## src/rtl/decode_stage.sv

```systemverilog
// Instruction-decode stage: register file, main control decoder and sign
// extender, with all results captured in the ID/EX pipeline latch.
module decode_stage #(
  parameter int unsigned DATA_WIDTH = 32,
  parameter logic [31:0] RESET_NPC  = 32'h0000_0000
) (
  input  logic                  clk,
  input  logic                  rst,
  input  logic [31:0]           if_id_instr,
  input  logic [31:0]           if_id_npc,
  input  logic                  ex_mem_pc_src,
  input  logic                  mem_wb_reg_write,
  input  logic [4:0]            mem_wb_write_reg,
  input  logic [DATA_WIDTH-1:0] mem_wb_write_data,
  output logic [1:0]            id_ex_wb,
  output logic [2:0]            id_ex_m,
  output logic [3:0]            id_ex_ex,
  output logic [31:0]           id_ex_npc,
  output logic [DATA_WIDTH-1:0] id_ex_rd1,
  output logic [DATA_WIDTH-1:0] id_ex_rd2,
  output logic [31:0]           id_ex_sign_ext,
  output logic [4:0]            id_ex_rt,
  output logic [4:0]            id_ex_rd
);

  typedef enum logic [5:0] {
    OP_RTYPE = 6'b000000,
    OP_LW    = 6'b100011,
    OP_SW    = 6'b101011,
    OP_BEQ   = 6'b000100,
    OP_ADDI  = 6'b001000
  } opcode_e;

  typedef struct packed {
    logic [1:0] wb;  // {reg_write, mem_to_reg}
    logic [2:0] m;   // {branch, mem_read, mem_write}
    logic [3:0] ex;  // {reg_dst, alu_op[1:0], alu_src}
  } ctrl_t;

  logic [5:0] opcode;
  logic [4:0] rs;
  logic [4:0] rt;
  logic [4:0] rd;

  assign opcode = if_id_instr[31:26];
  assign rs     = if_id_instr[25:21];
  assign rt     = if_id_instr[20:16];
  assign rd     = if_id_instr[15:11];

  // ---------------------------------------------------------------------------
  // Register file
  // ---------------------------------------------------------------------------
  logic [DATA_WIDTH-1:0] regs_q [32];
  logic                  wr_en;

  assign wr_en = mem_wb_reg_write && (mem_wb_write_reg != 5'd0);

  // NOTE: the array sits in the reset branch because the architecture requires
  // every register to read 0 after reset; this forces flops, not a RAM macro.
  always_ff @(posedge clk or negedge rst) begin
    if (!rst) begin
      for (int i = 0; i < 32; i++) begin
        regs_q[i] <= '0;
      end
    end else if (wr_en) begin
      regs_q[mem_wb_write_reg] <= mem_wb_write_data;
    end
  end

  logic [DATA_WIDTH-1:0] rd1;
  logic [DATA_WIDTH-1:0] rd2;

  // Write-through bypass lets the instruction in decode see a same-cycle writeback.
  always_comb begin
    if (rs == 5'd0)                             rd1 = '0;
    else if (wr_en && mem_wb_write_reg == rs)   rd1 = mem_wb_write_data;
    else                                        rd1 = regs_q[rs];

    if (rt == 5'd0)                             rd2 = '0;
    else if (wr_en && mem_wb_write_reg == rt)   rd2 = mem_wb_write_data;
    else                                        rd2 = regs_q[rt];
  end

  // ---------------------------------------------------------------------------
  // Main control decoder
  // ---------------------------------------------------------------------------
  ctrl_t ctrl;

  // NOTE: the default is assigned first so every path drives ctrl and no latch
  // is inferred for unlisted opcodes; they decode as a bubble.
  always_comb begin
    ctrl = '0;
    case (opcode)
      OP_RTYPE: ctrl = '{wb: 2'b10, m: 3'b000, ex: 4'b1100};
      OP_LW:    ctrl = '{wb: 2'b11, m: 3'b010, ex: 4'b0001};
      OP_SW:    ctrl = '{wb: 2'b00, m: 3'b001, ex: 4'b0001};
      OP_BEQ:   ctrl = '{wb: 2'b00, m: 3'b100, ex: 4'b0010};
      OP_ADDI:  ctrl = '{wb: 2'b10, m: 3'b000, ex: 4'b0001};
      default:  ctrl = '0;
    endcase
  end

  logic [31:0] sign_ext;
  assign sign_ext = {{16{if_id_instr[15]}}, if_id_instr[15:0]};

  // ---------------------------------------------------------------------------
  // ID/EX pipeline latch
  // ---------------------------------------------------------------------------
  ctrl_t                 ctrl_d, ctrl_q;
  logic [31:0]           npc_q;
  logic [DATA_WIDTH-1:0] rd1_q, rd2_q;
  logic [31:0]           sign_ext_q;
  logic [4:0]            rt_q, rd_q;

  assign ctrl_d = ex_mem_pc_src ? ctrl_t'('0) : ctrl;

  // NOTE: non-blocking assignments keep every latch field sampling the
  // pre-edge values, independent of statement order.
  always_ff @(posedge clk or negedge rst) begin
    if (!rst) begin
      ctrl_q     <= '0;
      npc_q      <= RESET_NPC;
      rd1_q      <= '0;
      rd2_q      <= '0;
      sign_ext_q <= '0;
      rt_q       <= '0;
      rd_q       <= '0;
    end else begin
      ctrl_q     <= ctrl_d;
      npc_q      <= if_id_npc;
      rd1_q      <= rd1;
      rd2_q      <= rd2;
      sign_ext_q <= sign_ext;
      rt_q       <= rt;
      rd_q       <= rd;
    end
  end

  assign id_ex_wb       = ctrl_q.wb;
  assign id_ex_m        = ctrl_q.m;
  assign id_ex_ex       = ctrl_q.ex;
  assign id_ex_npc      = npc_q;
  assign id_ex_rd1      = rd1_q;
  assign id_ex_rd2      = rd2_q;
  assign id_ex_sign_ext = sign_ext_q;
  assign id_ex_rt       = rt_q;
  assign id_ex_rd       = rd_q;

endmodule

```

## config.mk

```make
export PLATFORM = sky130hd
export DESIGN_NAME = decode_stage
export DESIGN_NICKNAME = d
export VERILOG_FILES = /design/src/rtl/decode_stage.sv
export SDC_FILE = /design/constraint.sdc
export NUM_CORES = 2
export LEC_CHECK = 0
export ABC_AREA = 1
export CAP_MARGIN = 20
export CELL_PAD_IN_SITES_DETAIL_PLACEMENT = 1
export CELL_PAD_IN_SITES_GLOBAL_PLACEMENT = 1
export CORE_UTILIZATION = 45
export DETAILED_ROUTE_END_ITERATION = 10
export PLACE_DENSITY = 0.78
export SLEW_MARGIN = 20
export SYNTH_ARGS = -nofsm -noshare
export SYNTH_HDL_FRONTEND = slang
export SYNTH_SLANG_ARGS = --single-unit
```

## constraint.sdc

```tcl
create_clock -name clk -period 1.39 [get_ports clk]
set_input_delay 0.3475 -clock clk [delete_from_list [all_inputs] [get_ports clk]]
set_output_delay 0.3475 -clock clk [all_outputs]
set_load 0.02 [all_outputs]
```

Word-level counts from Yosys, hierarchy flattened
Cells that the tools add are included.
{ "totals": {"input_bits": 105, "out_inout_bits": 147, "wordCells": 77, "register_bits": 1155} }
{ "classes": {"n_bitwise": 3, "n_reduce_logical": 8, "mux": 15, "order_cmp": 4, "eq_ne": 6} }
{ "ops": {"columns": ["op", "count"], "rows": [
  ["$bwmux W1024", 1],
  ["$bmux W32 S5", 2],
  ["$mux W32", 9],
  ["$demux W32 S5", 1],
  ["$pmux W9 S5", 1],
  ["$ge A6 B6 Y1 const B", 3],
  ["$not A5 Y6", 3],
  ["$eq A6 B6 Y1 const B", 2],
  ["$eq A5 B5 Y1", 2],
  ["$logic_not A5 Y1", 2],
  ["$mux W9", 1],
  ["$eq A6 B3 Y1 const B", 1],
  ["$eq A6 B4 Y1 const B", 1],
  ["$logic_not A6 Y1", 1],
  ["$lt A6 B1 Y1 const B", 1],
  ["$reduce_bool A5 Y1", 1],
  ["$logic_and A1 B1 Y1", 4]
]} }

Depth between registers and ports, before layout
{ "logic_depth": {"word_depth": 6, "depth_mapped": 13, "depth_no_buf": 10} }

Worst setup path before layout
OpenSTA, ideal clock, no wires.
{ "synth_timing": {"path_type": "input to register", "start": "input port mem_wb_write_reg[2]", "end": "register rd2_q[18], in the netlist id_ex_rd2[18]", "n_path_buf": 2, "path_slack_ps": -416, "path_stages": 10, "required_ps": 1277, "t_arrival_ps": 1693, "path_cell_list": "buf_2 -> inv_1 -> nand3_1 -> o21ai_2 -> nor3_2 -> nand2_1 -> clkbuf_1 -> nand3_1 -> nand2_1 -> inv_1"} }
{ "synth_between": {"elab_chain_cells": 5} }
{ "synth_lines": {"columns": ["item", "line_no", "source"], "rows": [
  ["start: declaration", "13", "input logic [4:0] mem_wb_write_reg,"],
  ["$reduce_bool A5 Y1", "56", "assign wr_en = mem_wb_reg_write && (mem_wb_write_reg != 5'd0);"],
  ["$logic_and A1 B1 Y1", "56", null],
  ["$logic_and A1 B1 Y1 *", "80", "else if (wr_en && mem_wb_write_reg == rt) rd2 = mem_wb_write_data;"],
  ["$mux W32 *", "80", null],
  ["$mux W32 *", "79", "if (rt == 5'd0) rd2 = '0;"],
  ["net rd2[18]", "71", "logic [DATA_WIDTH-1:0] rd2;"],
  ["end signal: assignment", "132", "rd2_q <= rd2;"],
  ["end: declaration", "111", "logic [DATA_WIDTH-1:0] rd1_q, rd2_q;"]
]} }
The timed path passes the listed nets; every way through them passes the cells marked *.
A chain may end at the register's enable or synchronous reset.

==> results.sh <==
export IMPL_status="finished, violations left"
export IMPL_failed_checks="negative setup slack"
export IMPL_wire_per_inst_microns=27.6
export IMPL_clock_pin_slew_worst_setup_and_hold_paths_ns=0.07
export IMPL_clock_sinks=1147
export IMPL_floorplan_rows=136
export IMPL_setup_worst_path_class="flop to primary output"
export IMPL_drive_gt1_share_pct=19.5
export IMPL_ys_async_sr_fraction_pct=100
export IMPL_core_area_sq_um=138000
export IMPL_numPortBuffers=251
export IMPL_irDropWorstVdd_v=0.00104
export IMPL_antenna_violations_before_repair=20
export IMPL_dp_hpwl_mm=207
export IMPL_clock_skew_ns=0.0364
export IMPL_areaGrowthSynthToFinish_pct=32.5
export IMPL_synthTopCellsByCount="2995 x nand2_1, 1502 x nand3_1, 1147 x dfrtp_1"
export IMPL_synth_top_flop_cell="dfrtp_1"
export IMPL_pin_count_of_the_biggest_net_entering_global_routing=81
export IMPL_power_internal_w=0.0728
export IMPL_synth_avg_cell_area_sq_um=6.94
export IMPL_synth_cell_types=28
export IMPL_sequentialPowerShare_pct=39.4
export IMPL_worst_hold_slack_ns=0.0272
export IMPL_max_slew_violations=0
export IMPL_ys_warnings_count=0
export IMPL_gr_total_overflow=0
export IMPL_number_of_global_route_vias_before_repair=74000
export IMPL_cp_required_ns=1.04
export IMPL_cts_root_buffer_cell="clkbuf_16"
export IMPL_power_per_cell_area_nw_per_um2=1320
export IMPL_grt_setup_unrepaired="true"
export IMPL_dr_pass1_iters=7
export IMPL_fp_dieArea_sq_um=141000
export IMPL_ant_nets=0
export IMPL_worst_r2r_path_depth=10
export IMPL_io_pins=252
export IMPL_layout_cells_non_filler=11600
export IMPL_drt_iter0_markers=8595
export IMPL_post_route_period_util_pct=132
export IMPL_clock_tree_buffer_depth=3
export IMPL_synth_top_cell_by_area="dfrtp_1"
export IMPL_cp_start_kind="flop"
export IMPL_final_min_clock_period_ns=1.84
export IMPL_clkPwrFrac_pct=35.2
export IMPL_p_sw_share_pct=33.8
export IMPL_height_of_the_chip_microns=376
export IMPL_yosysMostFrequentCell="nand2_1"
export IMPL_synth_largest_type_area_fraction_pct=45.6
export IMPL_synth_seq_area_share_pct=45.6
export IMPL_placed_cells=11300
export IMPL_htree_depth=4
export IMPL_post_synth_main_area_contributors="dfrtp_1 46%, nand2_1 18%, nand3_1 12%"
export IMPL_clk_latency_ns=0.81
export IMPL_max_clk_rate_mhz=544
export IMPL_report_final_hold_viol_count=0
export IMPL_cts_tree="yes"
export IMPL_synth_enable_flop_cells=0
export IMPL_synthesis_nets=9171
export IMPL_p_leak_nw=41.5
export IMPL_maxSlewHeadroom_pct=64.2
export IMPL_drc=0
export IMPL_global_route_wire_length_before_repair_mm=471
export IMPL_worst_slew_pin_transition_ns=0.536
export IMPL_hp_class="primary input to flop"
export IMPL_critPathMaxFanout=18
export IMPL_route_detailed_vias_per_inst=6.14
export IMPL_die_w_microns=376
export IMPL_final_setup_worst_slack_ns=-0.449
export IMPL_post_syn_instances=9066
export IMPL_setup_violations_final=190
export IMPL_starting_density_pct=45.6
export IMPL_detailroute_via_count=71500
export IMPL_syn_cell_area_sq_um=62900
export IMPL_final_nets=9762
export IMPL_post_place_ws_ns=-1.08
export IMPL_grt_use_total_pct=44.4
export IMPL_timing_critical_path_to_type="primary output"
export IMPL_p_switching_w=0.0372
export IMPL_placer_s_final_routability_congestion_estimate=0.963
export IMPL_p_comb_share_pct=25.4
export IMPL_tritoncts_num_buffers=138
export IMPL_hold_depth=1
export IMPL_max_cap_viol=0
export IMPL_worst_ep_arrival_time_ns=1.49
export IMPL_synth_seq_cells=1147
export IMPL_wl_mm=321
[power by group through the flow]
stage / combinational, W / clock (W) / sequential [W]
final: 0.0279 / 0.0387 / 0.0434
after global routing: 0.0304 / 0.0399 / 0.0438
after global placement: 0.0237 / 0 / 0.0430
after floorplan: 0.0145 / 0 / 0.0425
after detailed placement: 0.0252 / 0 / 0.0433
after CTS: 0.0262 / 0.0389 / 0.0430
[placed cells by master, fill, tap and decap left out, drive strengths merged, types with 35 or more instances in the layout]
cell type | synthesis | final
dfrtp | 1147 | 1147
clkinv | 2 | 35
clkbuf | 624 | 194
clkdlybuf4s50 | 0 | 87
inv | 1003 | 1009
buf | 135 | 1068
nor2 | 186 | 186
nand2 | 2995 | 2995
nand3 | 1502 | 1502
o211ai | 170 | 170
dlygate4sd3 | 0 | 48
o21ai | 1132 | 1132
a21oi | 115 | 115
[kinds of logic after synthesis]
family                    after synthesis  share of synthesized area [%]
buffers and inverters                1764                           10.8
and+or+nand+nor                      4728                           31.5
AOI/OAI and AO/OA                    1419                           12.0
DFF                                  1147                           45.6
xor gates and xnor gates                8                          0.111
[flip-flops by register name (all words and copies together) (netlist names)]
name	cells
id_ex_m	2
id_ex_npc	32
id_ex_ex	3
id_ex_rd2	32
id_ex_rd1	32
id_ex_wb	1
id_ex_rd	5
regs_q	1024
id_ex_rt	5
id_ex_sign_ext	11
[metal layers]
layer,up-vias,share of wire [%],track usage (%)
met3,1289,11,12.6
li1,30100,-,-
met5,-,0.023,0
met4,10,7.1,28.8
met2,4336,44,67.5
met1,35800,38,55.4
[worst max-delay path, stage by stage (launching register included)]
cell and delay, ns:
dfrtp_1 0.39, buf_12 0.15, buf_2 0.16
[worst paths after layout]
| path | start | end | slack, ns |
|---|---|---|---|
| worst min-delay path | if_id_npc[24] | id_ex_npc[24] | 0.03 |
| worst max register to register | regs_q[721] | id_ex_rd1[17] | -0.14 |
| worst max-delay path | id_ex_rd[4] | id_ex_sign_ext[26] | -0.45 |
| worst min register to register | regs_q[1017] | regs_q[1017] | 0.38 |
| min in group asynchronous | rst | regs_q[1011] | 0.31 |
| max in group asynchronous | rst | regs_q[496] | 0.42 |
[stage by stage]
step	total power (W)	instance area [sq um]	setup TNS, ns	util, %
final	0.110	83300	-49.16	60.4
after global placement	0.0667	75800	-818.44	54.9
after floorplan	0.0570	64600	-50.22	-
after detailed placement	0.0685	75800	-874.06	54.9
after global routing	0.114	83300	-52.52	60.3
after CTS	0.108	81800	-52.09	59.3
[what timing repair did]
action / CTS / global route
hold buffers: 48 / 0
setup endpoints to repair: 650 / 205
setup buffers: 12 / 47
pin swaps: 53 / 211
hold endpoints to repair: 1152 / 0
cloned: 3 / 0
gates resized for setup: 910 / 409
[final cells by class]
| type | count | area (sq um) |
|---|---|---|
| diodes | 11 | 27.5 |
| clock buffers | 194 | 4180 |
| clock inverters | 54 | 593 |
| fillers | 16800 | 54700 |
| inverters | 1005 | 3840 |
| multi-input cells | 6155 | 29300 |
| flip-flops and latches | 1147 | 28700 |
| well taps | 1863 | 2330 |
| repair buffers | 1210 | 14200 |
No activity file was read; power rests on OpenSTA's default activity.
